==> config.mk <==
export PLATFORM = sky130hd
export DESIGN_NAME = mult_seq_ctrl
export DESIGN_NICKNAME = d
export VERILOG_FILES = /design/src/rtl/mult_seq_ctrl.sv
export SDC_FILE = /design/constraint.sdc
export NUM_CORES = 1
export LEC_CHECK = 0
export CAP_MARGIN = 20
export CELL_PAD_IN_SITES_DETAIL_PLACEMENT = 1
export CELL_PAD_IN_SITES_GLOBAL_PLACEMENT = 2
export CORE_UTILIZATION = 20
export DETAILED_ROUTE_END_ITERATION = 7
export HOLD_SLACK_MARGIN = 0.05
export PLACE_DENSITY = 0.71
export SLEW_MARGIN = 40
export SYNTH_ARGS = -nofsm -noshare
export SYNTH_HDL_FRONTEND = slang
export SYNTH_SLANG_ARGS = --single-unit
export TNS_END_PERCENT = 100
==> constraint.sdc <==
create_clock -name clk -period 1.2 [get_ports clk]
set_input_delay 0.12 -clock clk [delete_from_list [all_inputs] [get_ports clk]]
set_output_delay 0.12 -clock clk [all_outputs]
set_load 0.02 [all_outputs]
==> src/rtl/mult_seq_ctrl.sv <==
// Control sequencer for a shift-add multiplier.
// Moore FSM steering an external product register datapath.
module mult_seq_ctrl #(
    parameter int N = 16,
    localparam int H = N / 2,
    localparam int IW = $clog2(H)
) (
    input  logic          clk,
    input  logic          clear,
    input  logic          start,
    input  logic          prod_lsb,
    output logic          loadh,
    output logic          loadl,
    output logic          sel_init,
    output logic          sel_add,
    output logic          shift,
    output logic          carry_ld,
    output logic          carry_clr,
    output logic [IW-1:0] iter,
    output logic          busy,
    output logic          done
);

    typedef enum logic [2:0] {
        S_IDLE,
        S_INIT,
        S_TEST,
        S_ADD,
        S_SHIFT,
        S_DONE
    } state_t;

    state_t state;
    state_t state_nx;
    logic   last;

    assign last = (iter == IW'(H - 1));

    always_ff @(posedge clk or posedge clear) begin
        if (clear) begin
            state <= S_IDLE;
            iter  <= '0;
        end else begin
            state <= state_nx;
            if (state == S_INIT) begin
                iter <= '0;
            end else if (state == S_SHIFT) begin
                // wraps to 0 on the final step since H is a power of two
                iter <= iter + 1'b1;
            end
        end
    end

    always_comb begin
        state_nx  = state;
        loadh     = 1'b0;
        loadl     = 1'b0;
        sel_init  = 1'b0;
        sel_add   = 1'b0;
        shift     = 1'b0;
        carry_ld  = 1'b0;
        carry_clr = 1'b0;
        busy      = 1'b0;
        done      = 1'b0;
        unique case (state)
            S_IDLE: begin
                if (start) begin
                    state_nx = S_INIT;
                end
            end
            S_INIT: begin
                busy      = 1'b1;
                sel_init  = 1'b1;
                loadh     = 1'b1;
                loadl     = 1'b1;
                carry_clr = 1'b1;
                state_nx  = S_TEST;
            end
            S_TEST: begin
                busy     = 1'b1;
                state_nx = prod_lsb ? S_ADD : S_SHIFT;
            end
            S_ADD: begin
                busy     = 1'b1;
                sel_add  = 1'b1;
                loadh    = 1'b1;
                carry_ld = 1'b1;
                state_nx = S_SHIFT;
            end
            S_SHIFT: begin
                busy      = 1'b1;
                shift     = 1'b1;
                loadh     = 1'b1;
                loadl     = 1'b1;
                carry_clr = 1'b1;
                state_nx  = last ? S_DONE : S_TEST;
            end
            S_DONE: begin
                done     = 1'b1;
                state_nx = S_IDLE;
            end
            default: begin
                state_nx = S_IDLE;
            end
        endcase
    end

endmodule

---- Yosys cells after proc, flatten, opt, wreduce, memory -nomap -nowiden ----
Cells that the tools add are included.
storage, ports and cells
  flip-flop bits (word level) ............. 6
  input bits .............................. 4
  output and inout bits ................... 12
  word-level logic and storage cells ...... 28
cells by class
  $add $sub $neg .......................... 1
  eq/ne operators ......................... 7
  multiplexer cells ....................... 13
  reduce and logical (&&, ||, !) cells .... 5
operator list
  cell                 number
  $mux 3               5
  $pmux 3 s5           1
  $eq 3x3->1 const B   3
  $mux 1               7
  $eq 3x2->1 const B   2
  $reduce_or 4->1      1
  $add 3x1->3 const B  1
  $eq 3x1->1 const B   1
  $logic_not 3->1      1
  $reduce_or 3->1      1
  $ne 2x2->1 const B   1
  $reduce_bool 2->1    1
  $reduce_or 2->1      1

---- Depth between registers and ports, before layout ----
Gate-level depths: netlist of run 1.
  word-level depth ........................ 3
  depth in mapped cells ................... 5
  gate-level depth less buffers ........... 5

---- Least setup slack after synthesis of run 1 ----
No wires, ideal clock.
  kind .................................... reg2out
  start point ............................. reg state[2]
  end point ............................... out loadl
  data arrival time ....................... 1.293 ns
  required time ........................... 1.080 ns
  slack ................................... -0.213 ns
  stages on the path, launching flop included .. 5
  buffers on the path ..................... 2
  cells stage by stage .................... dfrtp_1 buf_4 nand2b_1 a21oi_1 buf_4
between the ends
  cells in the longest elaborated chain, start to end .. 3
  elaborated cells between the ends (all ways) .. 4
  classes of those cells .................. eq/ne (2); mux (1); reduce/logical (1)
ends and longest elaborated chain
  item                                             line  RTL
  start, declared                                  33    state_t state;
  start signal, assigned                           44    state <= state_nx;
  $eq 3x1->1 / $eq 3x3->1 (equally long branches)  --
  $reduce_or 2->1 (no line) *                      --
  $mux 1 *                                         --
  end, declared                                    13    output logic loadl,
Every way passes the cells marked *; elsewhere a longest branch is shown, timed or not.

---- Final worst setup path of run 1 ----
  start point ............................. reg state[1]
  end point ............................... out busy
between the ends
  cells in the longest elaborated chain, start to end .. 3
  elaborated cells between the ends (all ways) .. 6
  classes of those cells .................. eq/ne (4); mux (1); reduce/logical (1)
ends and longest elaborated chain
  item                                line  RTL
  $eq 3x1->1 (tied with other cells)  65    unique case (state)
  $reduce_or 4->1 (no line) *         --
  $mux 1 *                            65
  end, declared                       20    output logic busy,
Marks and branches as above.

==> results.py, run 1 <==
metrics = {
    "outcome": {
        "status": "finished with violations",
        "violations": "setup timing",
    },
    "timing": {
        "finalCritPeriodShare_pct": 106,
        "fmax_mhz": 789,
        "setup_slack_ps": -67.4,
        "final.setup_skew_ps": 6.54,
        "hold_viol": 0,
        "slew_headroom_pct": 82.5,
        "tightest_slew_ps": 263,
        "maxSlewViolCount": 0,
        "setup-violations-final": 10,
        "min_period_ps": 1270,
        "whs_ps": 88.6,
        "grt_setup_unrepaired": "true",
    },
    "die": {
        "fp.dieW_um": 47.0,
        "io_pins": 16,
        "die-height_um": 47.0,
        "start_util_pct": 22.4,
        "die_area_sq_um": 2200,
        "coreArea_sq_um": 1800,
        "std_cell_rows": 15,
    },
    "critical_path": {
        "crit_type": "register to primary output",
        "r2r_cells": 5,
        "critPathMaxFanout": 8,
        "worstSetupStartpointType": "register",
        "required_ps": 1080,
        "cpPeakStageDelay_ps": 460,
        "cp_slowest_cell": "dfrtp_2",
        "rrSetupSlack_ps": -20,
        "path_cells": "nor2_1, xnor2_1, buf_4",
        "end_kind": "primary output",
        "worstPathArrival_ps": 1150,
    },
    "placement": {
        "hpwl_um": 868,
        "portBuffers": 15,
        "pre_cts_ws_ps": -334,
        "gp_congestion": 0.699,
    },
    "global_routing": {
        "first_global_vias": 442,
        "antenna_found_initial": 0,
        "grt_max_degree": 10,
        "grt_pass1_wl_mm": 2.06,
        "grt_use_total_pct": 14.2,
        "gr-total-overflow": 0,
    },
    "logic_synthesis": {
        "post_synth_num_cell_types": 23,
        "muxShareOfSynthArea_pct": 0,
        "synth-xor-area-share_pct": 2.17,
        "synth_top_family_by_area": "simple AND/OR/NAND/NOR gates",
        "synthAdderAreaFrac_pct": 6.19,
        "ys_ff_latch": 6,
        "yosys_warnings": 0,
        "synth_seq_area_share_pct": 37.2,
        "synth-compound-area-share_pct": 20.1,
        "synth_simple_gate_area_share_pct": 22.9,
        "netlist_area_sq_um": 404,
        "postSynthCellCount": 46,
        "synth_fp_nets": 52,
        "avgSynthCellArea_sq_um": 8.79,
    },
    "cts": {
        "cts_tree": "yes",
        "hold_buffers": 0,
        "cts_buffer_depth": 2,
        "htreeDepth": 1,
        "clkTransAtPathRegs_ps": 60,
        "cts_buffers": 3,
        "clkLatencyLatePin_ps": 250,
        "cts.sinks": 6,
        "cts_root_buffer": "clkbuf_4",
    },
    "pwr": {
        "p_total_uw": 2040,
        "p_leak_uw": 0.000338,
        "ir_worst_vdd_mv": 1.02,
        "power_density_nw_per_um2": 2720,
    },
    "drt": {
        "detail-route-antenna-nets": 0,
        "routed_wl_mm": 1.27,
        "wire_per_inst_um": 12.7,
        "drc": 0,
        "drt-initial-drc-count": 5,
        "num_vias": 437,
        "viasPerCell": 4.37,
        "first_pass_iters": 4,
    },
    "cells_and_area": {
        "most-common-layout-cells": "buf_4, dfrtp_2, buf_6",
        "num_antenna_cells": 0,
        "area_growth_pct": 85.4,
        "multi_input_area_sq_um": 275,
        "drive_gt1_share_pct": 61.3,
        "final_common_cell": "buf_4",
        "fillers": 224,
        "seqCellArea_sq_um": 156,
        "nets": 82,
    },
    "hold_path": {
        "hp-class": "input pin to asynchronous set/reset pin",
    },
    "job": {
        "maxCapViolCount": 0,
    },
}
-- metrics by stage --
step           instance area, sq um  util [%]  cells  TNS, ps
4_1_cts                         742      41.2    100     -434
3_5_place_dp                    647      35.9     91    -2780
3_3_place_gp                    647      35.9     91    -2680
2_1_floorplan                   425         -     46     -225
6_report                        749      41.6    100     -422
5_1_grt                         749      41.6    100     -982
-- power by group --
| group | total, uW | switching, uW | internal [uW] |
|---|---|---|---|
| clock network | 216 | 88.8 | 127 |
| logic | 1430 | 686 | 745 |
| registers | 391 | 105 | 286 |
-- flip-flops by register name (all words and copies together), names as in the netlist --
signal  flops
state       3
iter        3
-- per-layer routing --
metal	global-route usage, %	share of wire, %	up-vias
met5	0	0	-
met4	6.86	1.0	0
met3	4.62	3.4	2
met2	22.2	51	7
met1	17.6	45	213
li1	-	-	215
-- final timing paths --
path | startpoint | endpoint
max in group asynchronous | clear | state[2]
max reg2reg | iter[0] | iter[2]
min | clear | iter[2]
min reg2reg | iter[2] | iter[2]
min in group clk | start | state[0]
max | state[1] | busy
-- Yosys cell counts --
library cell | instances | area (sq um)
a211o_1 | 1 | 8.76
a21oi_1 | 3 | 15.0
a311oi_1 | 1 | 8.76
a32o_1 | 1 | 10.0
and3_1 | 1 | 6.26
buf_2 | 1 | 5.00
buf_4 | 4 | 30.0
dfrtp_1 | 6 | 150
ha_1 | 2 | 25.0
inv_1 | 3 | 11.3
nand2_1 | 4 | 15.0
nand2b_1 | 3 | 18.8
nand2b_2 | 1 | 8.76
nand3_1 | 1 | 5.00
nor2_1 | 3 | 11.3
nor3_1 | 1 | 5.00
nor3b_1 | 3 | 22.5
o21a_1 | 1 | 7.51
o21ai_0 | 1 | 5.00
o21ai_1 | 2 | 10.0
o21bai_1 | 1 | 7.51
o311ai_1 | 1 | 8.76
xnor2_1 | 1 | 8.76
-- worst max-delay path, delay by kind of cell, from the launching register on --
family | cells | cell delay (ps)
XOR/XNOR | 1 | 130
buffers and inverters | 1 | 160
flip-flops | 1 | 460
AND/OR/NAND/NOR | 1 | 140
-- timing repair --
action	in CTS	in global routing
pin swaps	3	4
hold endpoints to repair	0	0
gates resized for setup	72	6
setup endpoints to repair	14	16
setup buffers	5	0
-- logic make-up (layout without fill, tap and decap cells) --
family | after synthesis | after routing
compound gates | 12 | 12
buf+inv | 8 | 37
flops | 6 | 6
xor+xnor | 1 | 1
simple gates | 17 | 17
fa+ha+maj | 2 | 2
-- cell type report --
type / instances / share of cell area (%)
inverters: 3 / 1.50
well taps: 25 / 4.17
clock buffers: 4 / 3.51
multi-input cells: 32 / 36.7
flip-flops and latches: 6 / 20.9
repair buffers: 30 / 33.2
(Power assumes the default switching activity.)
==> inputs of run 2 (changes only) <==
--- a/config.mk
+++ b/config.mk
@@ -12,6 +12,7 @@
 export DETAILED_ROUTE_END_ITERATION = 7
 export HOLD_SLACK_MARGIN = 0.05
 export PLACE_DENSITY = 0.71
+export RECOVER_POWER = 50
 export SLEW_MARGIN = 40
 export SYNTH_ARGS = -nofsm -noshare
 export SYNTH_HDL_FRONTEND = slang
==> run 2 against run 1 <==
Against the previous run: the run still ends with setup timing left; worst hold slack gained 140 ps; core utilization unchanged; cell area unchanged; highest routed layer unchanged.
==> results.py, run 2 (synthesis gave the netlist of run 1 again) <==
metrics = {
    "critical_path": {
        "worstPathArrival_ps": 1150,
        "worstSetupStartpointType": "register",
        "rrSetupSlack_ps": -20,
        "critPathTopFamily": "flip-flops",
        "cp_slowest_cell": "dfrtp_2",
        "end_kind": "primary output",
        "path_cells": "nor2_1, xnor2_1, buf_4",
        "critPathMaxFanout": 8,
        "r2r_start": "iter[0]",
        "crit_type": "register to primary output",
        "cpPeakStageDelay_ps": 460,
        "r2r_end": "iter[2]",
        "cp.buffers_inverters": 1,
        "required_ps": 1080,
        "r2r_cells": 5,
    },
    "placement": {
        "hpwl_um": 868,
        "portBuffers": 15,
        "dpl-instance-area_sq_um": 647,
        "gp_congestion": 0.699,
        "pre_cts_ws_ps": -334,
    },
    "timing": {
        "fmax_mhz": 789,
        "grt_setup_unrepaired": "true",
        "min_period_ps": 1270,
        "hold_viol": 0,
        "setup-violations-final": 10,
        "slew_headroom_pct": 82.4,
        "tightest_slew_ps": 264,
        "final.setup_skew_ps": 6.30,
        "maxSlewViolCount": 0,
        "fin_setup_tns_ps": -421,
        "finalCritPeriodShare_pct": 106,
        "setup_slack_ps": -67.4,
    },
    "cts": {
        "cts_tree": "yes",
        "hold_buffers": 0,
        "cts.sinks": 6,
        "clkTransAtPathRegs_ps": 60,
        "cts_root_buffer": "clkbuf_4",
        "clkLatencyLatePin_ps": 250,
        "htreeDepth": 1,
        "cts_buffers": 3,
        "cts_buffer_depth": 2,
    },
    "drt": {
        "routed-wl-met2_um": 644,
        "drc": 0,
        "wirelength_met1_um": 566,
        "first_pass_iters": 4,
        "num_vias": 435,
        "wl_met3_um": 43,
        "detail-route-antenna-nets": 0,
        "drt-initial-drc-count": 5,
        "routed_wl_mm": 1.27,
        "top_layer": "met4",
        "wire_per_inst_um": 12.7,
        "viasPerCell": 4.35,
    },
    "global_routing": {
        "grt_use_total_pct": 14.2,
        "gr-total-overflow": 0,
        "grt_pass1_wl_mm": 2.06,
        "grt_max_degree": 10,
        "antenna_found_initial": 0,
        "first_global_vias": 442,
    },
    "die": {
        "start_util_pct": 22.4,
        "coreArea_sq_um": 1800,
        "std_cell_rows": 15,
        "fp.dieW_um": 47.0,
        "die-height_um": 47.0,
        "die_area_sq_um": 2200,
        "io_pins": 16,
    },
    "job": {
        "maxCapViolCount": 0,
    },
    "outcome": {
        "status": "finished with violations",
        "violations": "setup timing",
    },
    "cells_and_area": {
        "final_common_cell": "buf_4",
        "area_growth_pct": 85.4,
        "fillers": 224,
        "num_antenna_cells": 0,
        "postLayoutCoreUtil_pct": 41.6,
        "stdcell_area_sq_um": 749,
        "drive_gt1_share_pct": 61.3,
        "largest_registers": "iter x3, state x3",
        "nets": 82,
        "most-common-layout-cells": "buf_4, dfrtp_2, buf_6",
    },
    "pwr": {
        "ir_worst_vdd_mv": 1.01,
        "p_leak_uw": 0.000338,
        "power_density_nw_per_um2": 2720,
    },
    "hold_path": {
        "hp-class": "input pin to asynchronous set/reset pin",
    },
}
## run 2: cell types whose count changed in the layout (fill, tap and decap cells not counted)
cell	delta
dlygate4sd3_1	+1
clkdlybuf4s50_1	-1
## run 2: through the flow
stage	cells	hold WS, ps	power, uW
2_1_floorplan	46	-89.2	1070
3_3_place_gp	91	358	1600
3_5_place_dp	91	362	1620
4_1_cts	100	86.7	2010
5_1_grt	100	246	2190
6_report	100	227	2040
## run 2: worst reg2reg max path, stage by stage, from the launching register on
cell and delay [ps]:
dfrtp_2 420, ha_4 170, ha_4 200, nor3b_2 140
a21oi_1 110, o21ai_1 70
## run 2: worst max path at each step
stage,startpoint,end,slack [ps],cells past startpoint
floorplan,iter[0],iter[2],-90,5
CTS,state[0],shift,-60,3
global route,state[1],busy,-120,3
detailed placement,state[0],done,-330,3
finish,state[1],busy,-70,3
global placement,state[0],shift,-320,3
## run 2: metal layers
| layer | up-vias | global-route usage, % |
|---|---|---|
| li1 | 215 | - |
| met1 | 211 | 17.6 |
| met2 | 7 | 22.2 |
| met3 | 2 | 4.62 |
| met4 | 0 | 6.86 |
| met5 | - | 0 |
## run 2: repair_timing
| action | CTS | global route |
|---|---|---|
| setup endpoints to repair | 14 | 16 |
| pin swaps | 3 | 4 |
| gates resized for setup | 72 | 6 |
| buffers inserted | 5 | 0 |
| endpoints found under the hold margin | 0 | 0 |
## run 2: layout make-up
cell class / instances / area (sq um) / area share [%]
repair buffers: 30 / 249 / 33.2
inverters: 3 / 11.3 / 1.50
well taps: 25 / 31.3 / 4.17
clock buffers: 4 / 26.3 / 3.51
multi-input cells: 32 / 275 / 36.7
flip-flops and latches: 6 / 156 / 20.9
## run 2: power by group
group          total, uW  internal (uW)  switching, uW
logic               1430            745            686
registers            391            286            105
clock network        216            127           88.6
total               2040           1160            880
==> inputs of run 3 (changes only) <==
--- a/config.mk
+++ b/config.mk
@@ -10,10 +10,11 @@
 export CELL_PAD_IN_SITES_GLOBAL_PLACEMENT = 2
 export CORE_UTILIZATION = 20
 export DETAILED_ROUTE_END_ITERATION = 7
+export GPL_ROUTABILITY_DRIVEN = 0
 export HOLD_SLACK_MARGIN = 0.05
 export PLACE_DENSITY = 0.71
 export RECOVER_POWER = 50
-export SLEW_MARGIN = 40
+export SLEW_MARGIN = 20
 export SYNTH_ARGS = -nofsm -noshare
 export SYNTH_HDL_FRONTEND = slang
 export SYNTH_SLANG_ARGS = --single-unit
==> results of run 3 <==
Same layout as run 2: the final DEF is identical, and so are final timing and power.
